`config.mk`:
```
export PLATFORM = sky130hd
export DESIGN_NAME = hazard_ctrl_flat
export DESIGN_NICKNAME = d
export VERILOG_FILES = /design/src/rtl/hazard_ctrl_if.sv /design/src/rtl/hazard_ctrl.sv /design/src/flat_wrapper.sv
export SDC_FILE = /design/constraint.sdc
export NUM_CORES = 1
export LEC_CHECK = 0
export BUFFER_PORTS_ARGS = -buffer_cell sky130_fd_sc_hd__buf_4
export CORE_ASPECT_RATIO = 0.9
export CORE_MARGIN = 5
export CORE_UTILIZATION = 30
export DETAILED_ROUTE_END_ITERATION = 10
export GPL_TIMING_DRIVEN = 0
export PLACE_DENSITY_LB_ADDON = 0.05
export SLEW_MARGIN = 5
export SYNTH_ARGS = -nofsm -noshare
export SYNTH_HDL_FRONTEND = slang
export SYNTH_SLANG_ARGS = --single-unit
```
`constraint.sdc`:
```
create_clock -name clk -period 2.1 [get_ports clk]
set_clock_uncertainty 0.1 [all_clocks]
set_input_delay 0.315 -clock clk [delete_from_list [all_inputs] [get_ports clk]]
set_output_delay 0.315 -clock clk [all_outputs]
set_load 0.05 [all_outputs]
```
`src/rtl/hazard_ctrl_if.sv`:
```
// hazard_ctrl_if: decode-side handshake bundle between the core and the interlock/forwarding scheduler.
interface hazard_ctrl_if #(parameter int CNT_W = 16);
  logic             id_valid_i;
  logic [4:0]       id_rs1_i;
  logic [4:0]       id_rs2_i;
  logic [4:0]       id_rd_i;
  logic             id_mem_re_i;
  logic             mem_busy_i;
  logic             stall_o;
  logic             bubble_o;
  logic [1:0]       fwd_a_o;
  logic [1:0]       fwd_b_o;
  logic [CNT_W-1:0] stall_cnt_o;
  modport master (
    output id_valid_i, id_rs1_i, id_rs2_i, id_rd_i, id_mem_re_i, mem_busy_i,
    input  stall_o, bubble_o, fwd_a_o, fwd_b_o, stall_cnt_o
  );
  modport slave (
    input  id_valid_i, id_rs1_i, id_rs2_i, id_rd_i, id_mem_re_i, mem_busy_i,
    output stall_o, bubble_o, fwd_a_o, fwd_b_o, stall_cnt_o
  );
endinterface

```
`src/rtl/hazard_ctrl.sv`:
```
// hazard_ctrl: 3-slot scoreboard interlock and EX-aligned forwarding selects for the 5-stage core.
// FORWARDING_EN defined: load-use stall plus bypass; undefined: full RAW interlock, selects tied to 00.
module hazard_ctrl #(
  parameter int CNT_W = 16
) (
  input logic          clk,
  input logic          rst_n,
  hazard_ctrl_if.slave bus
);
  typedef struct packed {
    logic       v;
    logic [4:0] rd;
    logic       ld;
  } slot_t;
  slot_t ex, mem, wb, nxt;
  logic raw, hazard, issue, adv;
  logic [CNT_W-1:0] cnt;
  function automatic logic match(slot_t s, logic [4:0] rs);
    return s.v && s.rd == rs && rs != 5'd0;
  endfunction
`ifdef FORWARDING_EN
  assign raw = ex.ld & (match(ex, bus.id_rs1_i) | match(ex, bus.id_rs2_i));
`else
  assign raw = match(ex, bus.id_rs1_i) | match(ex, bus.id_rs2_i) |
               match(mem, bus.id_rs1_i) | match(mem, bus.id_rs2_i) |
               match(wb, bus.id_rs1_i) | match(wb, bus.id_rs2_i);
`endif
  always_comb begin
    hazard = bus.id_valid_i & raw;
    adv    = ~bus.mem_busy_i;
    issue  = bus.id_valid_i & ~hazard & adv;
    nxt    = (issue && bus.id_rd_i != 5'd0) ? slot_t'({1'b1, bus.id_rd_i, bus.id_mem_re_i}) : '0;
  end
  assign bus.stall_o     = hazard | bus.mem_busy_i;
  assign bus.bubble_o    = hazard & adv;
  assign bus.stall_cnt_o = cnt;
  always_ff @(posedge clk or negedge rst_n) begin
    if (!rst_n) begin
      ex  <= '0;
      mem <= '0;
      wb  <= '0;
      cnt <= '0;
    end else begin
      if (adv) begin
        wb  <= mem;
        mem <= ex;
        ex  <= nxt;
      end
      if (bus.stall_o && cnt != '1) cnt <= cnt + 1'b1;
    end
  end
`ifdef FORWARDING_EN
  logic [1:0] fwd_a, fwd_b;
  // EX producer moves to MEM (01), MEM producer moves to WB (10) as the consumer enters EX
  function automatic logic [1:0] src(logic [4:0] rs);
    return match(ex, rs) ? 2'b01 : match(mem, rs) ? 2'b10 : 2'b00;
  endfunction
  always_ff @(posedge clk or negedge rst_n) begin
    if (!rst_n) begin
      fwd_a <= 2'b00;
      fwd_b <= 2'b00;
    end else if (adv) begin
      fwd_a <= issue ? src(bus.id_rs1_i) : 2'b00;
      fwd_b <= issue ? src(bus.id_rs2_i) : 2'b00;
    end
  end
  assign bus.fwd_a_o = fwd_a;
  assign bus.fwd_b_o = fwd_b;
`else
  assign bus.fwd_a_o = 2'b00;
  assign bus.fwd_b_o = 2'b00;
`endif
endmodule
```
`src/flat_wrapper.sv`:
```
// flat-port wrapper written by rule: the top's interface ports become plain ports
module hazard_ctrl_flat 
#(
  parameter int CNT_W = 16
)
  (clk, rst_n, bus_id_valid_i, bus_id_rs1_i, bus_id_rs2_i, bus_id_rd_i, bus_id_mem_re_i, bus_mem_busy_i, bus_stall_o, bus_bubble_o, bus_fwd_a_o, bus_fwd_b_o, bus_stall_cnt_o);
  hazard_ctrl_if #(.CNT_W(CNT_W)) bus_i ();
  input logic clk;
  input logic rst_n;
  input wire logic [$bits(bus_i.id_valid_i)-1:0] bus_id_valid_i;
  input wire logic [$bits(bus_i.id_rs1_i)-1:0] bus_id_rs1_i;
  input wire logic [$bits(bus_i.id_rs2_i)-1:0] bus_id_rs2_i;
  input wire logic [$bits(bus_i.id_rd_i)-1:0] bus_id_rd_i;
  input wire logic [$bits(bus_i.id_mem_re_i)-1:0] bus_id_mem_re_i;
  input wire logic [$bits(bus_i.mem_busy_i)-1:0] bus_mem_busy_i;
  output wire logic [$bits(bus_i.stall_o)-1:0] bus_stall_o;
  output wire logic [$bits(bus_i.bubble_o)-1:0] bus_bubble_o;
  output wire logic [$bits(bus_i.fwd_a_o)-1:0] bus_fwd_a_o;
  output wire logic [$bits(bus_i.fwd_b_o)-1:0] bus_fwd_b_o;
  output wire logic [$bits(bus_i.stall_cnt_o)-1:0] bus_stall_cnt_o;
  assign bus_i.id_valid_i = bus_id_valid_i;
  assign bus_i.id_rs1_i = bus_id_rs1_i;
  assign bus_i.id_rs2_i = bus_id_rs2_i;
  assign bus_i.id_rd_i = bus_id_rd_i;
  assign bus_i.id_mem_re_i = bus_id_mem_re_i;
  assign bus_i.mem_busy_i = bus_mem_busy_i;
  assign bus_stall_o = bus_i.stall_o;
  assign bus_bubble_o = bus_i.bubble_o;
  assign bus_fwd_a_o = bus_i.fwd_a_o;
  assign bus_fwd_b_o = bus_i.fwd_b_o;
  assign bus_stall_cnt_o = bus_i.stall_cnt_o;
  hazard_ctrl #(.CNT_W(CNT_W)) u_core (.clk(clk), .rst_n(rst_n), .bus(bus_i));
endmodule
```
Word level (Yosys, flattened, before mapping)
Index checks and enable logic that the tools add are counted.
{ "op_classes": {"addsub": 1, "n_eq_ne": 7, "muxes": 1, "n_bitwise": 12, "reduce_logical": 17} }
{ "ops": {"columns": ["operator", "n"], "rows": [
  ["$eq 5x5->1", 6],
  ["$add 16x1->16 const B", 1],
  ["$ne 16x16->1 const B", 1],
  ["$reduce_bool 5->1", 3],
  ["$logic_and 1x1->1", 14],
  ["$mux 7", 1],
  ["$or 1x1->1", 6],
  ["$and 1x1->1", 4],
  ["$not 1->1", 2]
]} }
{ "totals": {"reg_bits": 34, "in_bits": 20, "out_inout_bits": 22, "wordCells": 45} }

Longest topological paths before layout
Gate-level depths: netlist of the first run.
{ "depth": {"ltp_word": 14, "mapped_depth": 9} }

Worst setup path after synthesis of the first run
OpenSTA, ideal clock, no wires.
{ "synth_timing": {"kind": "input-to-reg", "start": "input port bus_id_rs2_i[1]", "end": "register u_core.cnt[6], in the netlist u_core.bus.stall_cnt_o[6]", "setup_time_ns": 0.120, "arrival_ns": 2.278, "required_ns": 1.880, "path_slack_ns": -0.398, "cell_stages": 7, "path_cell_list": "or4_4 -> nor2_4 -> nor3_1 -> nor4_4 -> a21boi_1 -> or2_1 -> a31o_1"} }
{ "synth_between": {"elab_chain_len": 11, "elab_cells_between_ends": 18, "cone_classes": "3 x eq/ne; 7 x bitwise; 8 x reduce/logical"} }
{ "synth_lines": {"columns": ["element", "line_no", "rtl"], "rows": [
  ["start: declaration", "flat_wrapper.sv:12", "input wire logic [$bits(bus_i.id_rs2_i)-1:0] bus_id_rs2_i;"],
  ["$eq 5x5->1", "hazard_ctrl.sv:19", "return s.v && s.rd == rs && rs != 5'd0;"],
  ["$logic_and 1x1->1 (2 in series)", "hazard_ctrl.sv:19", null],
  ["$or 1x1->1 (2 in series)", "hazard_ctrl.sv:24", "assign raw = match(ex, bus.id_rs1_i) | match(ex, bus.id_rs2_i) |"],
  ["$or 1x1->1 (2 in series)", "hazard_ctrl.sv:25", "match(mem, bus.id_rs1_i) | match(mem, bus.id_rs2_i) |"],
  ["$or 1x1->1 (*)", "hazard_ctrl.sv:26", "match(wb, bus.id_rs1_i) | match(wb, bus.id_rs2_i);"],
  ["$and 1x1->1 (*)", "hazard_ctrl.sv:29", "hazard = bus.id_valid_i & raw;"],
  ["$or 1x1->1 (*)", "hazard_ctrl.sv:34", "assign bus.stall_o = hazard | bus.mem_busy_i;"],
  ["via bus_stall_o", "flat_wrapper.sv:16", "output wire logic [$bits(bus_i.stall_o)-1:0] bus_stall_o;"],
  ["$logic_and 1x1->1 (*)", "hazard_ctrl.sv:49", "if (bus.stall_o && cnt != '1) cnt <= cnt + 1'b1;"],
  ["end signal: assignment", "hazard_ctrl.sv:49", null],
  ["end: declaration", "hazard_ctrl.sv:17", "logic [CNT_W-1:0] cnt;"]
]} }
The timed path passes the listed nets; every way through them passes the cells marked *.
A chain may end at the register's enable or synchronous reset.

Worst setup path in the final report of the first run
{ "layout_timing": {"start": "input port bus_id_rs2_i[1]", "end": "output port bus_stall_o"} }
{ "layout_between": {"elab_chain_len": 10, "elab_cells_between_ends": 17, "cone_classes": "3 x eq/ne; 7 x bitwise; 7 x reduce/logical"} }
{ "layout_lines": {"columns": ["element", "line_no"], "rows": [
  ["$eq 5x5->1", "hazard_ctrl.sv:19"],
  ["$logic_and 1x1->1 (2 in series)", "hazard_ctrl.sv:19"],
  ["$or 1x1->1 (2 in series)", "hazard_ctrl.sv:24"],
  ["$or 1x1->1 (2 in series)", "hazard_ctrl.sv:25"],
  ["$or 1x1->1 (*)", "hazard_ctrl.sv:26"],
  ["$and 1x1->1 (*)", "hazard_ctrl.sv:29"],
  ["$or 1x1->1 (*)", "hazard_ctrl.sv:34"],
  ["end: declaration", "flat_wrapper.sv:16"]
]} }
Mark *: on every way between the ends. The rest lies on a longest branch, timed or not.

==> results.ini, run 1 <==
[pwr]
internal_power_uw=1510
p_sw_frac=0.369
leakagePower_uw=0.00113
ir_drop_v=0.000700
clkPwrFrac=0.248
seq_power_share=0.394
p_switching_uw=879
p_comb_frac=0.358
powerDensity_nw_per_um2=874

[worst_setup_path]
critPathMostFrequentCell=buf_8
crit_required_ns=1.68
cp_cell_sequence=buf_8, or4_4, nor2_4, nor3_4, nor4_4, a21boi_2, or2_4, buf_8
path_class=input port to output pin
cpMaxStageDelayCell=or4_4
worst_ep_arrival_time_ns=2.06
crit_path_max_incr_delay_ns=0.54
start_kind=input port
ff2ff_path_depth=8
crit_fanout=3
crit_path_end_kind=output pin

[timing]
hold_viol=0
worstMarginPinSlew_ns=0.665
drv_slew=0
fin_crit_sh=1.18
finalSetupViolCount=18
fmax_mhz=404
period_needed_ns=2.47
rsz0062_at_grt=true
slew_headroom=0.557
worst_hold_slack_ns=0.209
worst_slack_ns=-0.374

[placed_design]
port_buffers=35
place_congestion=0.750
hpwl_mm=3.58
dp_slack_ns=-0.695

[detailed_routing]
final_antenna_net_count=0
route.vias.total=1538
drcViolationCount=0
wl_mm=4.83
dr.pass1.iters=4
drtIter0Drc=41
drt-wirelength-per-cell_um=14.5
vias_per_cell=4.63

[logic_synthesis]
yosys-top-cells-area=dfrtp_1 44%, xnor2_1 16%, mux2_2 7.0%
synth_common_cells=36 x xnor2_1, 34 x dfrtp_1, 24 x nand2_1
synth_edf_count=0
yosys_warnings=0
yosys.area.top_type=dfrtp_1
synth_top_cell_area_share=0.444
synth_seq_cells=34
synthCells=187
synth.distinct_cells=35
synth-seq-area-share=0.444
async_reset_ff_frac=1.00
syn_area_per_cell_um2=10.3
ys.flop_type=dfrtp_1
synth.most_common_cell=xnor2_1
synth_area_um2=1920

[global_routing]
grt_overflow=0
grt_max_degree=35
grtUsageTotal=0.131
grt_pass1_wl_mm=8.16
first_global_vias=1573
antenna_found_initial=0

[floorplanning]
io_pins=42
start_util=0.310
rows=27
die-height_um=85.9
core_um2=6180
die_area_um2=8090
die_x_um=94.3

[clock_tree]
cts.sinks=34
cts_tree=built
numCtsBuffers=5
clk_pin_slew_ns=0.07
cts_buffer_depth=2
ctsRootBufferMaster=clkbuf_8
h-tree-depth=2
clkLatencyLatePin_ns=0.28

[run_status]
violations=setup timing
outcome=complete, but fails checks

[run]
drv_cap=0

[hold_path]
worst_hold_path.num_cells=3
hp-class=input port to flip-flop

[final_layout]
synthToLayoutAreaGrowth_pct=42.4
final_nets=265
final_layout_size_suffix_gt1_frac=0.433
n_fill_cell=612
antenna_cells=0

## final timing paths
check / start / to / slack, ns
max: bus_id_rs2_i[1] / bus_stall_o / -0.37
min: bus_id_rd_i[0] / u_core.ex[1] / 0.21
max reg2reg: u_core.mem[2] / u_core.bus.stall_cnt_o[1] / -0.17
min reg2reg: u_core.bus.stall_cnt_o[15] / u_core.bus.stall_cnt_o[15] / 0.40
max in group asynchronous: rst_n / u_core.bus.stall_cnt_o[2] / 1.14
min in group asynchronous: rst_n / u_core.wb[4] / 0.42
## placed cells by master, fill, tap and decap left out, types with 2 or more instances in the layout
cell type and n:
clkbuf_8 5, nand4_1 13, o21ai_1 5, xnor2_2 2, clkbuf_1 5, dfrtp_2 6, nor3_1 2, buf_6 8
and3_4 2, buf_4 40, nand3_1 5, nand2_1 15, nor2_1 8, and4_1 2, dfrtp_1 28, xor2_1 7
inv_1 2, xnor2_1 34, nand2_4 3, buf_8 3, conb_1 4, nor4_4 2, mux2_2 12, nand2_2 6
mux2_4 2
## kinds of logic (layout without fill, tap and decap cells)
family	count (synthesis)	after routing	synth area share
multiplexers	14	14	0.0822
adder cells (fa/ha/maj)	1	1	0.00652
XOR/XNOR	43	43	0.196
AO/OA/AOI/OAI	14	14	0.0457
AND/OR/NAND/NOR	69	69	0.194
other	1	4	0.00196
flip-flops	34	34	0.444
buffers and inverters	11	66	0.0300
## layout make-up
| cell class | instances | area (um^2) | share of cell area |
|---|---|---|---|
| tap | 87 | 109 | 0.0399 |
| clock inverter | 1 | 30.0 | 0.0110 |
| timing repair buffer | 47 | 404 | 0.148 |
| clock buffer | 7 | 76.3 | 0.0279 |
| buffer | 9 | 56.3 | 0.0206 |
| multi-input combinational | 145 | 1190 | 0.436 |
| sequential | 34 | 858 | 0.314 |
| inverter | 2 | 7.51 | 0.00275 |
## power by group through the flow
| stage | logic [uW] | clock network [uW] | registers (uW) |
|---|---|---|---|
| after floorplan | 335 | 0 | 1120 |
| after global placement | 743 | 0 | 957 |
| after detailed placement | 749 | 0 | 955 |
| after CTS | 824 | 614 | 942 |
| after global routing | 924 | 637 | 964 |
| final | 854 | 591 | 941 |
## timing repair
action / 4_1_cts / 5_1_grt
hold buffers: 1 / 0
pin swaps: 17 / 11
endpoints found under the setup margin: 18 / 24
resized for setup: 22 / 14
setup buffers: 9 / 3
gates cloned: 1 / 0
endpoints found under the hold margin: 34 / 0
## metrics by stage
stage	instance area [um^2]	TNS (ns)	std cells	total power, uW	util
3_3_place_gp	2370	-8.74	312	1700	0.384
5_1_grt	2730	-4.54	332	2530	0.442
6_report	2730	-2.31	332	2390	0.442
3_5_place_dp	2370	-8.45	312	1700	0.384
2_1_floorplan	2000	-0.840	190	1450	-
4_1_cts	2650	-4.23	331	2380	0.429
## state kept, by name, summed over array words and instances, names as in the netlist
name,cells
u_core.bus.stall_cnt_o,16
u_core.ex,6
u_core.mem,6
u_core.wb,6
## per-layer routing
metal | GRT usage | vias to the layer above | share of wire
met2 | 0.184 | 30 | 0.43
met4 | 0.0394 | 0 | 0.0089
li1 | - | 760 | -
met1 | 0.196 | 743 | 0.52
met3 | 0.0325 | 5 | 0.041
met5 | 0 | - | 0
## critical path: cells and delay by family
family                 cells  cell delay (ns)
buffers and inverters      2             0.24
and+or+nand+nor            5             1.38
AOI/OAI and AO/OA          1             0.11
No activity file was read; power rests on OpenSTA's default activity.
==> run 2, diff against run 1 <==
==> constraint.sdc (replaced) <==
create_clock -name clk -period 2.85 [get_ports clk]
set_clock_uncertainty 0.1 [all_clocks]
set_input_delay 0.4275 -clock clk [delete_from_list [all_inputs] [get_ports clk]]
set_output_delay 0.4275 -clock clk [all_outputs]
set_load 0.05 [all_outputs]
==> results.ini, run 2 (synthesis gave the netlist of run 1 again) <==
[floorplanning]
die_x_um=94.3  ; unchanged
io_pins=42  ; unchanged
rows=27  ; unchanged
core_um2=6180  ; unchanged
start_util=0.310  ; unchanged
die-height_um=85.9  ; unchanged
die_area_um2=8090  ; unchanged

[worst_setup_path]
reg2reg_from=u_core.mem[1]
ff2ff_path_depth=9  ; +1
rrSetupSlack_ns=0.31  ; +0.48 ns
start_kind=input port
worst_ep_arrival_time_ns=2.21  ; +0.15 ns
crit_fanout=4  ; +1
crit_path_end_kind=output pin
crit_required_ns=2.32  ; +0.64 ns
path_class=input port to output pin
r2r-end=u_core.bus.stall_cnt_o[13]

[run_status]
violations=hold timing
outcome=complete, but fails checks

[pwr]
powerDensity_nw_per_um2=647  ; -26%
ir_drop_v=0.000407  ; -42%
leakagePower_uw=0.00102  ; -9.6%

[detailed_routing]
wl_mm=4.79  ; -0.72%
dr.pass1.iters=4  ; unchanged
vias_per_cell=4.79  ; +3.4%
drcViolationCount=0  ; unchanged
drtIter0Drc=60  ; +46%
route.vias.total=1542  ; +0.26%
wl_met2_mm=2.18  ; +4.8%
drt-wirelength-per-cell_um=14.9  ; +2.4%
dr_wl_met3_um=276  ; +41%
final_antenna_net_count=0  ; unchanged
wl_met1_mm=2.31  ; -8.1%
top_layer_used=met4

[global_routing]
grt_pass1_wl_mm=8.14  ; -0.33%
grt_overflow=0  ; unchanged
antenna_found_initial=0  ; unchanged
first_global_vias=1607  ; +2.2%
grtUsageTotal=0.128  ; -0.00240
grt_max_degree=35  ; unchanged

[hold_path]
hp-class=input port to asynchronous set/reset pin

[final_layout]
layout_commonest_cell=buf_4
antenna_cells=0  ; unchanged
final_cell_mix=40 x buf_4, 36 x xnor2_1, 34 x dfrtp_1
final_nets=255  ; -3.8%
final_layout_size_suffix_gt1_frac=0.289  ; -0.143
design_area_um2=2420  ; -11%
fin_cells=322  ; -3.0%
largest_reg_flops=16  ; unchanged
synthToLayoutAreaGrowth_pct=26.4

[clock_tree]
h-tree-depth=2  ; unchanged
ctsRootBufferMaster=clkbuf_8
cts_tree=built
cts.sinks=34  ; unchanged
clkLatencyLatePin_ns=0.28  ; about the same
numCtsBuffers=5  ; unchanged
cts_buffer_depth=2  ; unchanged
clk_pin_slew_ns=0.07  ; about the same

[timing]
fmax_mhz=366
period_needed_ns=2.73
fin_crit_sh=0.959
hold_viol=3  ; +3
drv_slew=0  ; unchanged
worstMarginPinSlew_ns=0.575  ; -0.0905 ns
finalSetupViolCount=0  ; -18
worst_hold_slack_ns=-0.00376  ; -0.212 ns
slew_headroom=0.617  ; +0.0603

[placed_design]
hpwl_mm=3.70  ; +3.2%
placed_area_um2=2300  ; -3.1%
port_buffers=35  ; unchanged
place_congestion=0.864  ; +15%
placed_cells=312  ; unchanged

[run]
drv_cap=0  ; unchanged

[run 2: cell count changes in the layout (fill, tap and decap cells not counted), sizes merged]
cell,change
buf,-9
bufinv,-1
clkinv,+1
dlygate4sd3,-1
[run 2: report_power, final]
| part | leakage [uW] | switching (uW) | total (uW) | internal [uW] |
|---|---|---|---|---|
| registers | 0.000440 | 110 | 673 | 563 |
| logic | 0.000536 | 320 | 533 | 213 |
| clock network | 0.0000482 | 167 | 362 | 195 |
[run 2: cell type report]
type | instances | area, um^2
clock inverters | 1 | 5.00
clock buffers | 7 | 86.3
fillers | 632 | 3760
plain buffers | 9 | 50.0
multi-input cells | 145 | 1030
repair buffers | 37 | 282
inverters | 2 | 7.51
well taps | 87 | 109
flip-flops and latches | 34 | 851
[run 2: how the worst max path moves through the flow]
stage | cells after the start | end | startpoint
after floorplan | 6 | bus_stall_o | bus_id_rs2_i[1]
after global placement | 8 | bus_stall_o | bus_id_rs2_i[1]
after detailed placement | 8 | bus_stall_o | bus_id_rs2_i[1]
after CTS | 8 | bus_stall_o | bus_id_rs2_i[1]
after global routing | 8 | bus_stall_o | bus_id_rs2_i[1]
final | 8 | bus_stall_o | bus_id_rs2_i[1]
[run 2: through the flow]
step	TNS, ns	worst slack [ns]	power, uW	utilization
after CTS	0	0.0846	1580	0.388
after global routing	-0.00579	-0.00579	1660	0.392
after global placement	-0.215	-0.155	1210	0.372
after floorplan	0	0.210	1030	-
after detailed placement	-0.240	-0.165	1210	0.372
final	0	0.117	1570	0.392
[run 2: critical path, cell delays in order]
cell and delay, ns:
buf_4 0.13, or4_4 0.55, nor2_4 0.15, nor3_1 0.09, nor4_4 0.33, a21boi_2 0.12, or2_4 0.26, buf_6 0.15
[run 2: repair_timing]
action | in CTS | in global routing
pin swaps | 1 | 3
setup endpoints to repair | 2 | 2
hold buffers | 0 | 0
gates resized for setup | 0 | 4
setup buffers | 1 | 1
hold endpoints to repair | 0 | 0
[run 2: layer usage]
| metal | GRT usage | vias to the layer above |
|---|---|---|
| met5 | 0 | - |
| met4 | 0.0315 | 0 |
| met3 | 0.0377 | 4 |
| met2 | 0.186 | 37 |
| met1 | 0.188 | 769 |
| li1 | - | 732 |
